$ cat config.mk
export PLATFORM = sky130hd
export DESIGN_NAME = pipeline_hazard_ctrl
export DESIGN_NICKNAME = d
export VERILOG_FILES = /design/src/rtl/pipeline_hazard_ctrl.sv
export SDC_FILE = /design/constraint.sdc
export NUM_CORES = 1
export LEC_CHECK = 0
export ABC_CLOCK_PERIOD_IN_PS = 2400
export BUFFER_PORTS_ARGS = -buffer_cell sky130_fd_sc_hd__clkbuf_2
export CAP_MARGIN = 5
export CORE_UTILIZATION = 45
export DETAILED_ROUTE_END_ITERATION = 8
export PLACE_DENSITY = 0.7
export REMOVE_ABC_BUFFERS = 1
export SLEW_MARGIN = 10
export SYNTH_ARGS = -nofsm -noshare
export SYNTH_HDL_FRONTEND = slang
export SYNTH_SLANG_ARGS = --single-unit
export TNS_END_PERCENT = 10
$ cat constraint.sdc
create_clock -name clk -period 2.4 [get_ports clk]
set_clock_uncertainty 0.2 [all_clocks]
set_input_delay 0.48 -clock clk [delete_from_list [all_inputs] [get_ports clk]]
set_output_delay 0.48 -clock clk [all_outputs]
set_load 0.02 [all_outputs]
$ cat src/rtl/pipeline_hazard_ctrl.sv
// -----------------------------------------------------------------------------
// pipeline_hazard_ctrl
//
// Central stall/flush controller for a classic 5-stage in-order pipeline
// (IF, ID, EX, MEM, WB). Each cycle it decides which stage registers may
// advance, which ones must be loaded with a bubble instead of upstream data,
// and whether the fetch response that arrives now must be thrown away.
// It also keeps two saturating performance counters and a sticky watchdog
// that flags a pipeline that has been frozen for too long.
//
// Parameters
//   WD_LIMIT       number of consecutive fully-frozen cycles that raises wd_err
//
// Ports
//   clk            clock, all state changes on the rising edge
//   rst            synchronous active-high reset
//   imem_ready     instruction fetch data valid this cycle
//   dmem_active    MEM stage has a data access in flight
//   dmem_ready     that data access completes this cycle
//   id_rs1/id_rs2  ID-stage source register numbers
//   id_use_rs1/2   the corresponding source is actually read
//   ex_is_load     EX stage holds a load
//   ex_rd          destination register of the EX-stage instruction
//   br_mispredict  EX-stage branch resolved against its prediction
//   load_pc .. load_mem_wb   stage register enables
//   flush_if_id, flush_id_ex load a bubble into that stage register
//   squash_fetch   discard the imem response of this cycle
//   stall_cycles   saturating count of cycles with load_pc low
//   flush_count    saturating count of cycles with flush_if_id high
//   wd_err         sticky watchdog flag, cleared only by rst
//
// All enables, flushes and squash_fetch are combinational from the current
// state and inputs so the datapath sees them in the same cycle. The counters
// and wd_err are registered.
// -----------------------------------------------------------------------------
module pipeline_hazard_ctrl #(
    parameter int unsigned WD_LIMIT = 255
) (
    input  logic        clk,
    input  logic        rst,
    input  logic        imem_ready,
    input  logic        dmem_active,
    input  logic        dmem_ready,
    input  logic [4:0]  id_rs1,
    input  logic [4:0]  id_rs2,
    input  logic        id_use_rs1,
    input  logic        id_use_rs2,
    input  logic        ex_is_load,
    input  logic [4:0]  ex_rd,
    input  logic        br_mispredict,
    output logic        load_pc,
    output logic        load_if_id,
    output logic        load_id_ex,
    output logic        load_ex_mem,
    output logic        load_mem_wb,
    output logic        flush_if_id,
    output logic        flush_id_ex,
    output logic        squash_fetch,
    output logic [31:0] stall_cycles,
    output logic [31:0] flush_count,
    output logic        wd_err
);

    // Controller states.
    localparam logic [1:0] RUN           = 2'd0;
    localparam logic [1:0] I_STALL       = 2'd1;
    localparam logic [1:0] D_STALL       = 2'd2;
    localparam logic [1:0] REDIRECT_WAIT = 2'd3;

    // Watchdog counter only needs to reach WD_LIMIT; it saturates there.
    localparam int WD_W = (WD_LIMIT < 32'd1) ? 32'd1 : $clog2(WD_LIMIT + 32'd1);
    localparam logic [WD_W-1:0] WD_MAX  = WD_W'(WD_LIMIT);
    localparam logic [WD_W-1:0] WD_ONE  = WD_W'(1);
    localparam logic [WD_W-1:0] WD_ZERO = WD_W'(0);

    // Stage enable vector ordering: {pc, if_id, id_ex, ex_mem, mem_wb}.
    localparam logic [4:0] LOADS_ALL  = 5'b11111;
    localparam logic [4:0] LOADS_NONE = 5'b00000;
    localparam logic [4:0] LOADS_LUSE = 5'b00111;

    // Saturating 32-bit increment used by both performance counters.
    function automatic logic [31:0] sat_inc32(input logic [31:0] value, input logic enable);
        logic [31:0] result;
        if (enable && (value != 32'hFFFF_FFFF)) begin
            result = value + 32'd1;
        end else begin
            result = value;
        end
        return result;
    endfunction

    logic [1:0]      state_r;
    logic [1:0]      state_next_s;
    logic            mem_ok_s;
    logic            luse_s;
    logic [4:0]      loads_s;
    logic            flush_if_id_s;
    logic            flush_id_ex_s;
    logic            squash_s;
    logic            all_idle_s;
    logic [31:0]     stall_cycles_r;
    logic [31:0]     flush_count_r;
    logic [WD_W-1:0] wd_cnt_r;
    logic [WD_W-1:0] wd_cnt_next_s;
    logic            wd_trip_s;
    logic            wd_err_r;

    // Hazard qualifiers: MEM not blocking, and a load-use dependency on EX.
    always_comb begin
        mem_ok_s = !dmem_active || dmem_ready;
        luse_s   = ex_is_load && (ex_rd != 5'd0) &&
                   ((id_use_rs1 && (id_rs1 == ex_rd)) ||
                    (id_use_rs2 && (id_rs2 == ex_rd)));
    end

    // Next-state and per-cycle enable/flush/squash decode.
    always_comb begin
        state_next_s  = state_r;
        loads_s       = LOADS_NONE;
        flush_if_id_s = 1'b0;
        flush_id_ex_s = 1'b0;
        squash_s      = 1'b0;
        if (rst) begin
            // Load bubbles everywhere so every stage register is cleaned.
            loads_s       = LOADS_ALL;
            flush_if_id_s = 1'b1;
            flush_id_ex_s = 1'b1;
            state_next_s  = RUN;
        end else if (!mem_ok_s) begin
            // A blocked MEM stage freezes everything. A pending redirect
            // must survive the freeze so the stale fetch is still squashed.
            loads_s = LOADS_NONE;
            if (state_r == REDIRECT_WAIT) begin
                state_next_s = REDIRECT_WAIT;
            end else begin
                state_next_s = D_STALL;
            end
        end else begin
            case (state_r)
                REDIRECT_WAIT: begin
                    // The first response after a redirect belongs to the
                    // wrong path; drop it and resume normal operation.
                    loads_s = LOADS_NONE;
                    if (imem_ready) begin
                        squash_s     = 1'b1;
                        state_next_s = RUN;
                    end else begin
                        state_next_s = REDIRECT_WAIT;
                    end
                end
                RUN, I_STALL, D_STALL: begin
                    if (br_mispredict) begin
                        loads_s       = LOADS_ALL;
                        flush_if_id_s = 1'b1;
                        flush_id_ex_s = 1'b1;
                        if (imem_ready) begin
                            state_next_s = RUN;
                        end else begin
                            state_next_s = REDIRECT_WAIT;
                        end
                    end else if (!imem_ready) begin
                        loads_s      = LOADS_NONE;
                        state_next_s = I_STALL;
                    end else if (luse_s) begin
                        // Hold PC and IF/ID, insert a bubble into EX, let
                        // the load itself move on.
                        loads_s       = LOADS_LUSE;
                        flush_id_ex_s = 1'b1;
                        state_next_s  = RUN;
                    end else begin
                        loads_s      = LOADS_ALL;
                        state_next_s = RUN;
                    end
                end
                default: begin
                    loads_s      = LOADS_NONE;
                    state_next_s = RUN;
                end
            endcase
        end
    end

    // Controller state register.
    always_ff @(posedge clk) begin
        if (rst) begin
            state_r <= RUN;
        end else begin
            state_r <= state_next_s;
        end
    end

    // Watchdog run-length of fully frozen cycles, saturating at WD_MAX.
    always_comb begin
        all_idle_s    = (loads_s == LOADS_NONE);
        wd_cnt_next_s = wd_cnt_r;
        wd_trip_s     = 1'b0;
        if (all_idle_s) begin
            if (wd_cnt_r == WD_MAX) begin
                wd_cnt_next_s = wd_cnt_r;
            end else begin
                wd_cnt_next_s = wd_cnt_r + WD_ONE;
            end
            wd_trip_s = (wd_cnt_next_s == WD_MAX);
        end else if (loads_s[0]) begin
            wd_cnt_next_s = WD_ZERO;
        end else begin
            wd_cnt_next_s = wd_cnt_r;
        end
    end

    // Watchdog counter and sticky error flag.
    always_ff @(posedge clk) begin
        if (rst) begin
            wd_cnt_r <= WD_ZERO;
            wd_err_r <= 1'b0;
        end else begin
            wd_cnt_r <= wd_cnt_next_s;
            if (wd_trip_s) begin
                wd_err_r <= 1'b1;
            end else begin
                wd_err_r <= wd_err_r;
            end
        end
    end

    // Saturating performance counters.
    always_ff @(posedge clk) begin
        if (rst) begin
            stall_cycles_r <= 32'd0;
            flush_count_r  <= 32'd0;
        end else begin
            stall_cycles_r <= sat_inc32(stall_cycles_r, !loads_s[4]);
            flush_count_r  <= sat_inc32(flush_count_r, flush_if_id_s);
        end
    end

    assign load_pc      = loads_s[4];
    assign load_if_id   = loads_s[3];
    assign load_id_ex   = loads_s[2];
    assign load_ex_mem  = loads_s[1];
    assign load_mem_wb  = loads_s[0];
    assign flush_if_id  = flush_if_id_s;
    assign flush_id_ex  = flush_id_ex_s;
    assign squash_fetch = squash_s;
    assign stall_cycles = stall_cycles_r;
    assign flush_count  = flush_count_r;
    assign wd_err       = wd_err_r;

endmodule
# ---- After elaboration in Yosys (flattened, before gate mapping)
# Cells that the tools add are included.
dict set report word_totals {
  reg_bits 75
  output_inout_bits 73
  word_cells 63
}
dict set report classes {
  addsub 3
  eq_ne 9
  mux 31
  n_reduce_logical 15
}
# op n
set op_table {}
lappend op_table {{$add A32 B1 Y32 const B} 2}
lappend op_table {{$ne A32 B32 Y1 const B} 2}
lappend op_table {{$mux W8} 4}
lappend op_table {{$mux W5} 5}
lappend op_table {{$mux W1} 17}
lappend op_table {{$eq A8 B8 Y1 const B} 2}
lappend op_table {{$eq A5 B5 Y1} 2}
lappend op_table {{$pmux W5 S2} 1}
lappend op_table {{$add A8 B1 Y8 const B} 1}
lappend op_table {{$logic_and A1 B1 Y1} 6}
lappend op_table {{$mux W2} 3}
lappend op_table {{$logic_not A5 Y1} 1}
lappend op_table {{$reduce_bool A5 Y1} 1}
lappend op_table {{$eq A2 B2 Y1 const B} 2}
lappend op_table {{$pmux W2 S2} 1}
lappend op_table {{$reduce_or A3 Y1} 1}
lappend op_table {{$eq A2 B1 Y1 const B} 1}
lappend op_table {{$logic_not A1 Y1} 2}
lappend op_table {{$logic_not A2 Y1} 1}
lappend op_table {{$logic_or A1 B1 Y1} 2}
lappend op_table {{$reduce_bool A2 Y1} 1}

# ---- Longest topological paths before layout
# Gate-level depths: netlist of run 1.
dict set report logic_depth {
  ltp_word 14
  mapped_depth 9
}

# ---- Worst setup path before layout of run 1
# Ideal clock, no wire load.
dict set report synth_path {
  path_type {in2out}
  start {input port ex_rd[1]}
  end {output port load_pc}
  t_arrival_ps 1929
  required_time_ps 1720
  slack_ps -209
  cell_stages 7
  n_path_buf 3
  cell_sequence {or4_1 -> o21ai_1 -> nor3_1 -> a21boi_4 -> buf_4 -> buf_4 -> buf_4}
}
dict set report synth_via {
  elab_chain_cells 10
  elab_cells_between_ends 14
  cone_classes {eq/ne: 2; mux: 6; reduce/logical: 6}
}
# element line_no
set synth_lines {}
lappend synth_lines {{start, declared} 49} ;# input logic [4:0] ex_rd,
lappend synth_lines {{$eq A5 B5 Y1, on equally long branches} {112, 113}}
lappend synth_lines {{$logic_and A1 B1 Y1, on equally long branches} {112, 113}}
lappend synth_lines {{$logic_or A1 B1 Y1} 112} ;# ((id_use_rs1 && (id_rs1 == ex_rd)) ||
lappend synth_lines {{$logic_and A1 B1 Y1 (*)} 111} ;# luse_s = ex_is_load && (ex_rd != 5'd0) &&
lappend synth_lines {{$mux W5 (*)} 164} ;# end else if (luse_s) begin
lappend synth_lines {{$mux W5 (*)} 161} ;# end else if (!imem_ready) begin
lappend synth_lines {{$mux W5 (*)} 152} ;# if (br_mispredict) begin
lappend synth_lines {{$pmux W5 S2 (*)} 139} ;# case (state_r)
lappend synth_lines {{$mux W5 (*)} 129} ;# end else if (!mem_ok_s) begin
lappend synth_lines {{$mux W5 (*)} 123} ;# if (rst) begin
lappend synth_lines {{end, declared} 51} ;# output logic load_pc,
# Every way passes the cells marked *; elsewhere a longest branch is shown, timed or not.

# ---- Worst setup path in the final report of run 1
# Ends and elaborated chain as after synthesis.

==> results of run 1 <==
==> kinds of logic after synthesis <==
| kind of cell | synth area share (%) |
|---|---|
| multiplexers | 1.67 |
| flip-flops | 38.5 |
| AND/OR/NAND/NOR | 31.3 |
| AO/OA/AOI/OAI | 13.7 |
| buffers and inverters | 4.56 |
| XOR/XNOR | 9.21 |
| adder cells (fa/ha/maj) | 0.963 |
==> per-layer routing <==
layer  global-route usage [%]  up-vias  share of wire (%)
li1                         -     1923                  -
met5                        0        -                  0
met4                     6.94        0                1.5
met1                     28.1     1840                 46
met3                     3.91       12                4.9
met2                     34.1      113                 48
==> synthesized netlist by cell type, types with 3 or more instances <==
master,number
buf_4,9
nor2b_1,6
buf_6,3
nand3_1,30
clkbuf_1,12
nor2_1,51
and2_1,4
o31ai_1,8
a31oi_1,6
xnor2_1,19
a21oi_1,25
nor3_1,13
and4_1,7
dfxtp_1,75
nand4_1,24
or4_1,9
inv_1,7
o41ai_1,7
nand2_1,29
nor4_1,8
and3_1,13
ha_1,3
o311ai_0,7
or3_1,14
mux2_1,4
o21ai_0,16
xor2_1,22
==> sequential cells by signal, summed over array words and instances, names as in the netlist <==
register      flops
flush_count      32
stall_cycles     32
wd_cnt_r          8
state_r           2
wd_err            1
==> stage by stage <==
step	total power, uW	hold slack (ns)	worst slack (ns)	setup TNS, ns	cells
2_1_floorplan	1400	0.309	-1.14	-32.79	436
3_3_place_gp	1490	0.266	-0.108	-1.51	661
3_5_place_dp	1490	0.279	-0.142	-2.49	661
4_1_cts	2460	0.246	-0.0565	-0.113	677
5_1_grt	2540	0.260	-0.107	-0.237	679
6_report	2450	0.259	-0.0367	-0.0731	679
==> timing repair <==
item	CTS	global route
setup endpoints to repair	2	30
setup buffers	0	2
gates resized for setup	5	10
pin swaps	1	0
==> worst register-to-register path, stage by stage, from the launching register on <==
cell and delay, ns:
dfxtp_1 0.45, nand4_4 0.17, or2_2 0.37, nor3_1 0.29
nand4_1 0.17, or4_1 0.42, a21oi_1 0.15
==> cells in the final DEF (no fill, tap or decap), types with 14 or more instances in the layout <==
cell,Yosys,final
clkbuf_2,0,93
dfxtp_1,75,73
nor2_1,51,51
nand3_1,30,30
nand2_1,29,29
a21oi_1,25,25
buf_4,9,25
nand4_1,24,24
xor2_1,22,22
xnor2_1,19,19
o21ai_0,16,15
or3_1,14,14
==> path summary, 6_finish.rpt <==
kind | from | endpoint | slack (ns) | cells after the start
worst min-delay path | imem_ready | state_r[0] | 0.26 | 3
worst max-delay path | ex_rd[1] | load_pc | -0.04 | 6
worst min register to register | stall_cycles[26] | stall_cycles[26] | 0.30 | 2
worst max register to register | stall_cycles[3] | stall_cycles[29] | 0.11 | 6
==> area by class of cell <==
| class | instances | area share, % |
|---|---|---|
| Multi-Input combinational cell | 354 | 46.9 |
| Sequential cell | 75 | 31.3 |
| Timing Repair Buffer | 122 | 14.5 |
| Clock buffer | 12 | 3.02 |
| Tap cell | 105 | 2.73 |
| Clock inverter | 4 | 1.04 |
| Inverter | 7 | 0.546 |
==> power groups by stage <==
stage               sequential, uW  combinational [uW]  clock [uW]
finish                        1270                 198         976
global route                  1280                 219        1050
CTS                           1270                 197         996
detailed placement            1300                 191           0
global placement              1300                 188           0
floorplan                     1310                87.6           0
==> results.md, run 1 <==
* Via count at 3888
* WP data arrival at 1.76 ns
* Worst-margin pin slew at 0.439 ns
* Critical path startpoint category: primary input
* Fin. Hold Viols at 0
* Power density over the cells at 509 nW/um^2
* Dominant delay contributor by cell family on the critical path: simple AND/OR/NAND/NOR gates
* Buf+Inv Stages, Crit Path at 2
* Die Wd at 95.1 microns
* Part of the Yosys area used for sequential elements at 38.5%
* Yosys warnings at 0
* Max Cap Viol at 0
* Area of the multi-input gates at 2260 sq um
* TritonCTS clock tree: done
* CTS clk-pin slew, worst paths at 0.07 ns
* CTS Hold Bufs at 0
* Clock Power Share at 39.9%
* CP Max Fanout at 5
* Area after DPL at 4540 sq um
* Row count at 33
* Post-synthesis async set-or-reset flop share at 0%
* Initial Utilization at 47.0%
* Pre-antenna DRT Iters at 5
* Largest net degree at the start of global routing at 42
* Final worst setup slack at -0.0367 ns
* Pleak at 0.00189 uW
* CTS HTree Levels at 3
* Worst skew pair latency at 0.35 ns
* Internal power at 1850 uW
* Mean area per synthesized cell at 8.45 sq um
* Initial antenna violation count at 0
* Total Routing Usage GR at 21.1%
* Flop and latch count out of synthesis at 75
* DR DRC count at 0
* Worst path slowest cell: or4_4
* Top-area cell type share of the netlist area at 38.5%
* Synth cell types at 51
* Critical path class: in -> out
* Max clock buf depth at 2
* Post-DP HPWL at 6.79 mm
* Number of synthesized flops with an enable pin at 0
* GP Congestion at 0.790
* Grt ovf at 0
* Combinational power share at 8.1%
* Die Ht at 95.1 microns
* Nets@finish at 596
* Register area at 1500 sq um
* Flop pwr share at 52.0%
* Post-synthesis cell count at 461
* Finished Core Util at 58.0%
* Total die area at 9040 sq um
* Clk sinks at 75
* Finish-stage setup viols at 2
* Violated checks: negative setup slack
* Switching pwr at 602 uW
* First DRT Iteration DRCs at 200
* Sw Ratio at 24.6%
* Vias in the first global route at 3319
* Core ar. at 8300 sq um
* DR WL/cell at 13.9 microns
* First-pass GRT wire length at 15.3 mm
* Ant. Diodes at 0
* Drt total wl at 9.42 mm
* Final Cycle Share at 102%
* Worst Hold Class: in -> reg
* Post-layout min period at 2.44 ns
* Root buf cell: clkbuf_8
* Fin. max-slew vios at 0
* Final Cell Area at 4810 sq um
* Predominant post-synthesis flop cell: dfxtp_1
* Input/output buffers at 96
* Antenna Nets Post-Route at 0
* # fillers at 758
* Worst path cell trace: clkbuf_2 > or4_4 > o21ai_2 > nor3_2 > a21boi_4 > clkbuf_8
* Num CTS Buffers at 9
* Peak Freq at 0.410 GHz
* Post-synth top area cell: dfxtp_1
* Share of layout cells above drive strength 1 at 26.7%
* Synthesis-to-finish area growth at 23.4%
* IO Count at 97
* Setup crit end kind: output pin
* Crit path required time at 1.72 ns
* Post-DR vias/cell at 5.73
* Maximum vdd ir drop at 0.000366 V
* Relative slew slack at 70.5%
* Synth top area cells: dfxtp_1 39%, xor2_1 4.9%, nor2_1 4.9%
* RSZ-0062 raised after global routing: true
* Cell area after synthesis at 3900 sq um
* Outcome: complete, but fails checks
* CP max stage delay at 0.53 ns
Note: power is estimated with default switching activity, not from simulation.
==> run 2: changes to the inputs <==
Settings changed: CORE_ASPECT_RATIO set to 1.4, MAX_ROUTING_LAYER set to met4.
==> run 2 against run 1 <==
Net effect:
- the run still ends with negative setup slack left
- sequential power about the same
- global-route usage increased by 1.9 points
- cell area increased by 3.2%
- cell count decreased by 0.44%
- via count decreased by 1.1%
- worst setup slack about the same
- non-clock buffer count increased by 1
- maximum frequency about the same
- utilization increased by 1.9 points
- count of clock-buffer cells in the layout decreased by 1
- critical endpoint unchanged
- largest power group is now the clock network
- highest routed layer unchanged
==> results.md, run 2 (synthesis results as in run 1) <==
* Outcome: complete, but fails checks
* Vias in the first global route at 3536 (+6.5%)
* DR WL/cell at 14.2 microns (+2.6%)
* Most common cell after layout, fill and taps aside: clkbuf_2
* TritonCTS clock tree: done
* Max clock buf depth at 2 (unchanged)
* Initial Utilization at 47.0% (about the same)
* Pwr Total at 3030 uW (+24%)
* Critical path class: in -> out
* GP Congestion at 0.822 (+4.1%)
* Finish-stage setup viols at 2 (unchanged)
* Critical path startpoint category: primary input
* Nets@finish at 597 (+0.17%)
* R2r setup slk at 0.11 ns (about the same)
* Register area at 1500 sq um (-0.17%)
* DR DRC count at 0 (unchanged)
* Finished Core Util at 59.8% (+1.9 points)
* Core ar. at 8300 sq um (about the same)
* Setup crit end kind: output pin
* Power density over the cells at 610 nW/um^2 (+20%)
* Drt total wl at 9.62 mm (+2.1%)
* Final Cell Area at 4960 sq um (+3.2%)
* # fillers at 754 (-0.53%)
* Worst skew pair latency at 0.33 ns (-0.02 ns)
* Worst R2R Path Depth at 8 (+2)
* CTS clk-pin slew, worst paths at 0.06 ns (about the same)
* First-pass GRT wire length at 16.0 mm (+4.5%)
* Die Wd at 80.7 microns (-15%)
* RSZ-0062 raised after global routing: true
* Ant. Diodes at 0 (unchanged)
* Post-DP HPWL at 6.85 mm (+0.97%)
* Synthesis-to-finish area growth at 27.4%
* CTS HTree Levels at 3 (unchanged)
* Fin. max-slew vios at 0 (unchanged)
* Peak Freq at 0.410 GHz (about the same)
* Reg-to-reg startpoint: state_r[0]
* Antenna Nets Post-Route at 0 (unchanged)
* Post-layout min period at 2.44 ns (+0.0000286 ns)
* Initial antenna violation count at 0 (unchanged)
* Worst Hold Class: in -> reg
* IO Count at 97 (unchanged)
* Row count at 39 (+18%)
* Via count at 3847 (-1.1%)
* CP Max Fanout at 3 (-2)
* CP Launch Point: ex_rd[1]
* Critical Path Sink: load_pc
* Largest net degree at the start of global routing at 36 (-14%)
* Most frequent cells in the layout: 93 x clkbuf_2, 75 x dfxtp_1, 51 x nor2_1
* Die Ht at 112 microns (+18%)
* Hold Slack at 0.244 ns (-0.0151 ns)
* Fin. Hold Viols at 0 (unchanged)
* Worst-margin pin slew at 0.466 ns (+0.0272 ns)
* Violated checks: negative setup slack
* Pre-antenna DRT Iters at 5 (unchanged)
* Total die area at 9040 sq um (about the same)
* Post-DR vias/cell at 5.69 (-0.62%)
* RR Endpoint: stall_cycles[13]
* Pleak at 0.00196 uW (+3.9%)
* WP data arrival at 1.76 ns (about the same)
* Final worst setup slack at -0.0367 ns (-0.0000286 ns)
* Final TNS setup at -0.0725 ns (+0.000640 ns)
* Input/output buffers at 96 (unchanged)
* Relative slew slack at 68.6% (-1.8 points)
* First DRT Iteration DRCs at 240 (+20%)
* Max Cap Viol at 0 (unchanged)
* Crit path required time at 1.72 ns (about the same)
* Num CTS Buffers at 9 (unchanged)
* Clk sinks at 75 (unchanged)
* Maximum vdd ir drop at 0.000418 V (+14%)
* Area of the multi-input gates at 2250 sq um (-0.17%)
* Total Routing Usage GR at 23.0% (+1.9 points)
* Share of layout cells above drive strength 1 at 26.7% (unchanged)
* Grt ovf at 0 (unchanged)
* Final Cycle Share at 102% (about the same)
* CTS Hold Bufs at 0 (unchanged)
* Area after DPL at 4550 sq um (+0.36%)
* Root buf cell: clkbuf_16
## run 2: changes by cell type in the layout (fill, tap and decap cells not counted), sizes merged
cell and delta:
bufinv +2, clkinvlp -2, buf +1, clkbuf -1
## run 2: area by class of cell
type                            instances  share of cell area, %
Clock inverter                          4                   1.99
Clock buffer                           11                   4.89
Multi-Input combinational cell        354                   45.4
Timing Repair Buffer                  123                   14.4
Sequential cell                        75                   30.2
Tap cell                              102                   2.57
Inverter                                7                  0.529
## run 2: critical path: stages
cell	delay [ns]
clkbuf_2	0.11
or4_4	0.54
o21ai_2	0.14
nor3_1	0.09
a21boi_4	0.21
clkbuf_8	0.19
## run 2: how the worst min path moves through the flow
stage | start | end | slack [ns] | depth (start not counted)
after floorplan | wd_cnt_r[2] | wd_cnt_r[2] | 0.31 | 2
after global placement | wd_err | wd_err | 0.27 | 2
after detailed placement | wd_err | wd_err | 0.27 | 2
after CTS | imem_ready | state_r[0] | 0.23 | 3
after global routing | imem_ready | state_r[0] | 0.25 | 3
final | imem_ready | state_r[0] | 0.24 | 3
## run 2: stage by stage
stage | std cells | worst slack, ns
2_1_floorplan | 436 | -1.14
3_3_place_gp | 659 | -0.140
3_5_place_dp | 659 | -0.194
4_1_cts | 675 | -0.0357
5_1_grt | 676 | -0.107
6_report | 676 | -0.0367
## run 2: power by group
group	total [uW]	internal (uW)	switching, uW
logic	208	86.7	121
registers	1270	1260	15.5
clock network	1550	1040	507
total	3030	2390	644
## run 2: per-layer routing
layer  global-route usage [%]  vias up  wire length (microns)
met5                        -        -                      0
met4                     9.76        0                    168
met3                     4.88       15                    484
met2                     37.3      104                   4860
met1                     26.9     1803                   4110
li1                         -     1925                      -
## run 2: what timing repair did
| item | in CTS | in global routing |
|---|---|---|
| gates resized for setup | 5 | 6 |
| setup buffers | 1 | 1 |
| pin swaps | 1 | 0 |
| setup endpoints to repair | 3 | 23 |
| cloned | 0 | 0 |
==> run 3: changes to the inputs <==
Settings changed: PLACE_DENSITY 0.7 to 0.72.
==> run 3 against run 2 <==
Net effect:
- the run still ends with negative setup slack left
- global-route usage grew 0.053 points
- cell area grew 0.98%
- cell count rose by 0.44%
- die area is the same
- via count grew 0.86%
- register-to-register slack about the same
- critical path depth unchanged
- first-iteration DRC count is 13% higher
- combinational power hardly changed
- utilization increased by 0.59 points
- total power up 0.45%
- highest routed layer unchanged
==> results.md, run 3 (synthesis results as in run 1) <==
* Worst Hold Class: in -> reg
* Fin. max-slew vios at 0 (unchanged)
* TritonCTS clock tree: done
* Post-DR vias/cell at 5.71 (+0.41%)
* RSZ-0062 raised after global routing: true
* Critical path class: in -> out
* Internal power at 2390 uW (+0.26%)
* Peak Freq at 0.410 GHz (about the same)
* Core ar. at 8300 sq um (unchanged)
* Relative slew slack at 71.1% (+2.5 points)
* Synthesis-to-finish area growth at 28.6%
* Max Cap Viol at 0 (unchanged)
* Drt total wl at 9.65 mm (+0.36%)
* Vias in the first global route at 3699 (+4.6%)
* Row count at 39 (unchanged)
* Dominant delay contributor by cell family on the critical path: simple AND/OR/NAND/NOR gates
* Post-layout min period at 2.44 ns (+0.00159 ns)
* Finish-stage setup viols at 2 (unchanged)
* Nets@finish at 599 (+0.34%)
* Fin. Hold Viols at 0 (unchanged)
* Hold Path Origin: imem_ready
* Maximum vdd ir drop at 0.000486 V (+16%)
* Final TNS setup at -0.0765 ns (-0.00408 ns)
* Worst path cell trace: clkbuf_2 > or4_4 > o21ai_4 > nor3_2 > a21boi_4 > clkbuf_8
* Post-DP HPWL at 6.78 mm (-1.0%)
* Worst skew pair latency at 0.34 ns (about the same)
* Total die area at 9040 sq um (unchanged)
* CP max stage delay at 0.55 ns (about the same)
* Buf+Inv Stages, Crit Path at 2 (unchanged)
* Total Routing Usage GR at 23.0% (+0.053 points)
* Clk sinks at 75 (unchanged)
* First-pass GRT wire length at 16.1 mm (+0.70%)
* Worst path slowest cell: or4_4
* Die Ht at 112 microns (unchanged)
* Clock Power Share at 51.2% (about the same)
* Antenna Nets Post-Route at 0 (unchanged)
* Via count at 3880 (+0.86%)
* Setup crit end kind: output pin
* Final Cycle Share at 102% (about the same)
* Pleak at 0.00197 uW (+0.47%)
* Root buf cell: clkbuf_16
* Most common cell after layout, fill and taps aside: clkbuf_2
* CTS HTree Levels at 3 (unchanged)
* Largest net degree at the start of global routing at 41 (+14%)
* Initial Utilization at 47.0% (unchanged)
* Hold path depth at 3 (unchanged)
* Grt ovf at 0 (unchanged)
* Combinational power share at 6.9% (about the same)
* DR WL/cell at 14.2 microns (about the same)
* CP Launch Point: ex_rd[3]
* Initial antenna violation count at 0 (unchanged)
* IO Count at 97 (unchanged)
* Ant. Diodes at 0 (unchanged)
* Switching pwr at 651 uW (+1.1%)
* Outcome: complete, but fails checks
* Most frequent cells in the layout: 94 x clkbuf_2, 75 x dfxtp_1, 51 x nor2_1
* Max clock buf depth at 2 (unchanged)
* Reg-to-reg startpoint: stall_cycles[2]
* Critical path startpoint category: primary input
* R2r setup slk at 0.11 ns (about the same)
* Pwr Total at 3040 uW (+0.45%)
* Violated checks: negative setup slack
* Input/output buffers at 96 (unchanged)
* Power density over the cells at 607 nW/um^2 (-0.53%)
* First DRT Iteration DRCs at 272 (+13%)
* Worst R2R Path Depth at 6 (-2)
* Worst Hold Path EP: state_r[0]
* WP data arrival at 1.76 ns (about the same)
* Worst-margin pin slew at 0.429 ns (-0.0368 ns)
* Flop pwr share at 41.9% (-0.2 points)
* Crit path required time at 1.72 ns (about the same)
* CTS Hold Bufs at 0 (unchanged)
* Final worst setup slack at -0.0383 ns (-0.00159 ns)
* DR DRC count at 0 (unchanged)
* Num CTS Buffers at 9 (unchanged)
* CP Max Fanout at 3 (unchanged)
* Pre-antenna DRT Iters at 4 (-1)
* CTS clk-pin slew, worst paths at 0.06 ns (about the same)
* Die Wd at 80.7 microns (unchanged)
* GP Congestion at 0.816 (-0.74%)
* Share of layout cells above drive strength 1 at 27.2% (+0.55 points)
* Sw Ratio at 21.4% (+0.14 points)
* RR Endpoint: stall_cycles[29]
run 3: layout make-up:
class	count	area [sq um]
clock buffers	12	246
clock inverters	4	97.6
fillers	753	3280
inverters	7	26.3
multi-input cells	354	2270
flip-flops and latches	75	1500
well taps	102	128
repair buffers	125	741
run 3: worst max path at each step:
stage | endpoint | cells after the start
global route | load_pc | 6
CTS | load_pc | 6
detailed placement | stall_cycles[11] | 8
finish | load_pc | 6
floorplan | stall_cycles[11] | 6
global placement | stall_cycles[11] | 8
run 3: tightest hold or removal path, stage by stage:
cell and delay [ns]:
clkbuf_2 0.09, buf_4 0.10, a211oi_1 0.05
run 3: power by group through the flow:
| stage | combinational, uW | sequential (uW) | clock (uW) |
|---|---|---|---|
| final | 210 | 1270 | 1560 |
| after global routing | 232 | 1280 | 1630 |
| after CTS | 208 | 1270 | 1580 |
| after detailed placement | 198 | 1300 | 0 |
| after global placement | 193 | 1300 | 0 |
| after floorplan | 87.6 | 1310 | 0 |
run 3: what timing repair did:
action / in CTS / in global routing
endpoints found under the hold margin: 0 / 0
setup buffers: 1 / 1
gates cloned: 0 / 0
gates resized for setup: 6 / 8
pin swaps: 4 / 0
endpoints found under the setup margin: 4 / 27
run 3: through the flow:
step	setup slack (ns)	instances	hold slack (ns)	area (sq um)	utilization (%)
2_1_floorplan	-1.14	436	0.309	3750	-
3_3_place_gp	-0.140	661	0.265	4580	55.2
3_5_place_dp	-0.201	661	0.271	4580	55.2
4_1_cts	-0.0329	678	0.231	4970	59.9
5_1_grt	-0.0871	679	0.258	5010	60.4
6_report	-0.0383	679	0.239	5010	60.4
run 3: metal layers:
layer | GRT usage (%) | routed length (microns) | up-vias | part of all wire [%]
met5 | - | 0 | - | 0
met4 | 10.5 | 195 | 0 | 2.0
met3 | 4.39 | 370 | 15 | 3.8
met2 | 39.1 | 4880 | 88 | 51
met1 | 25.5 | 4210 | 1854 | 44
li1 | - | - | 1923 | -
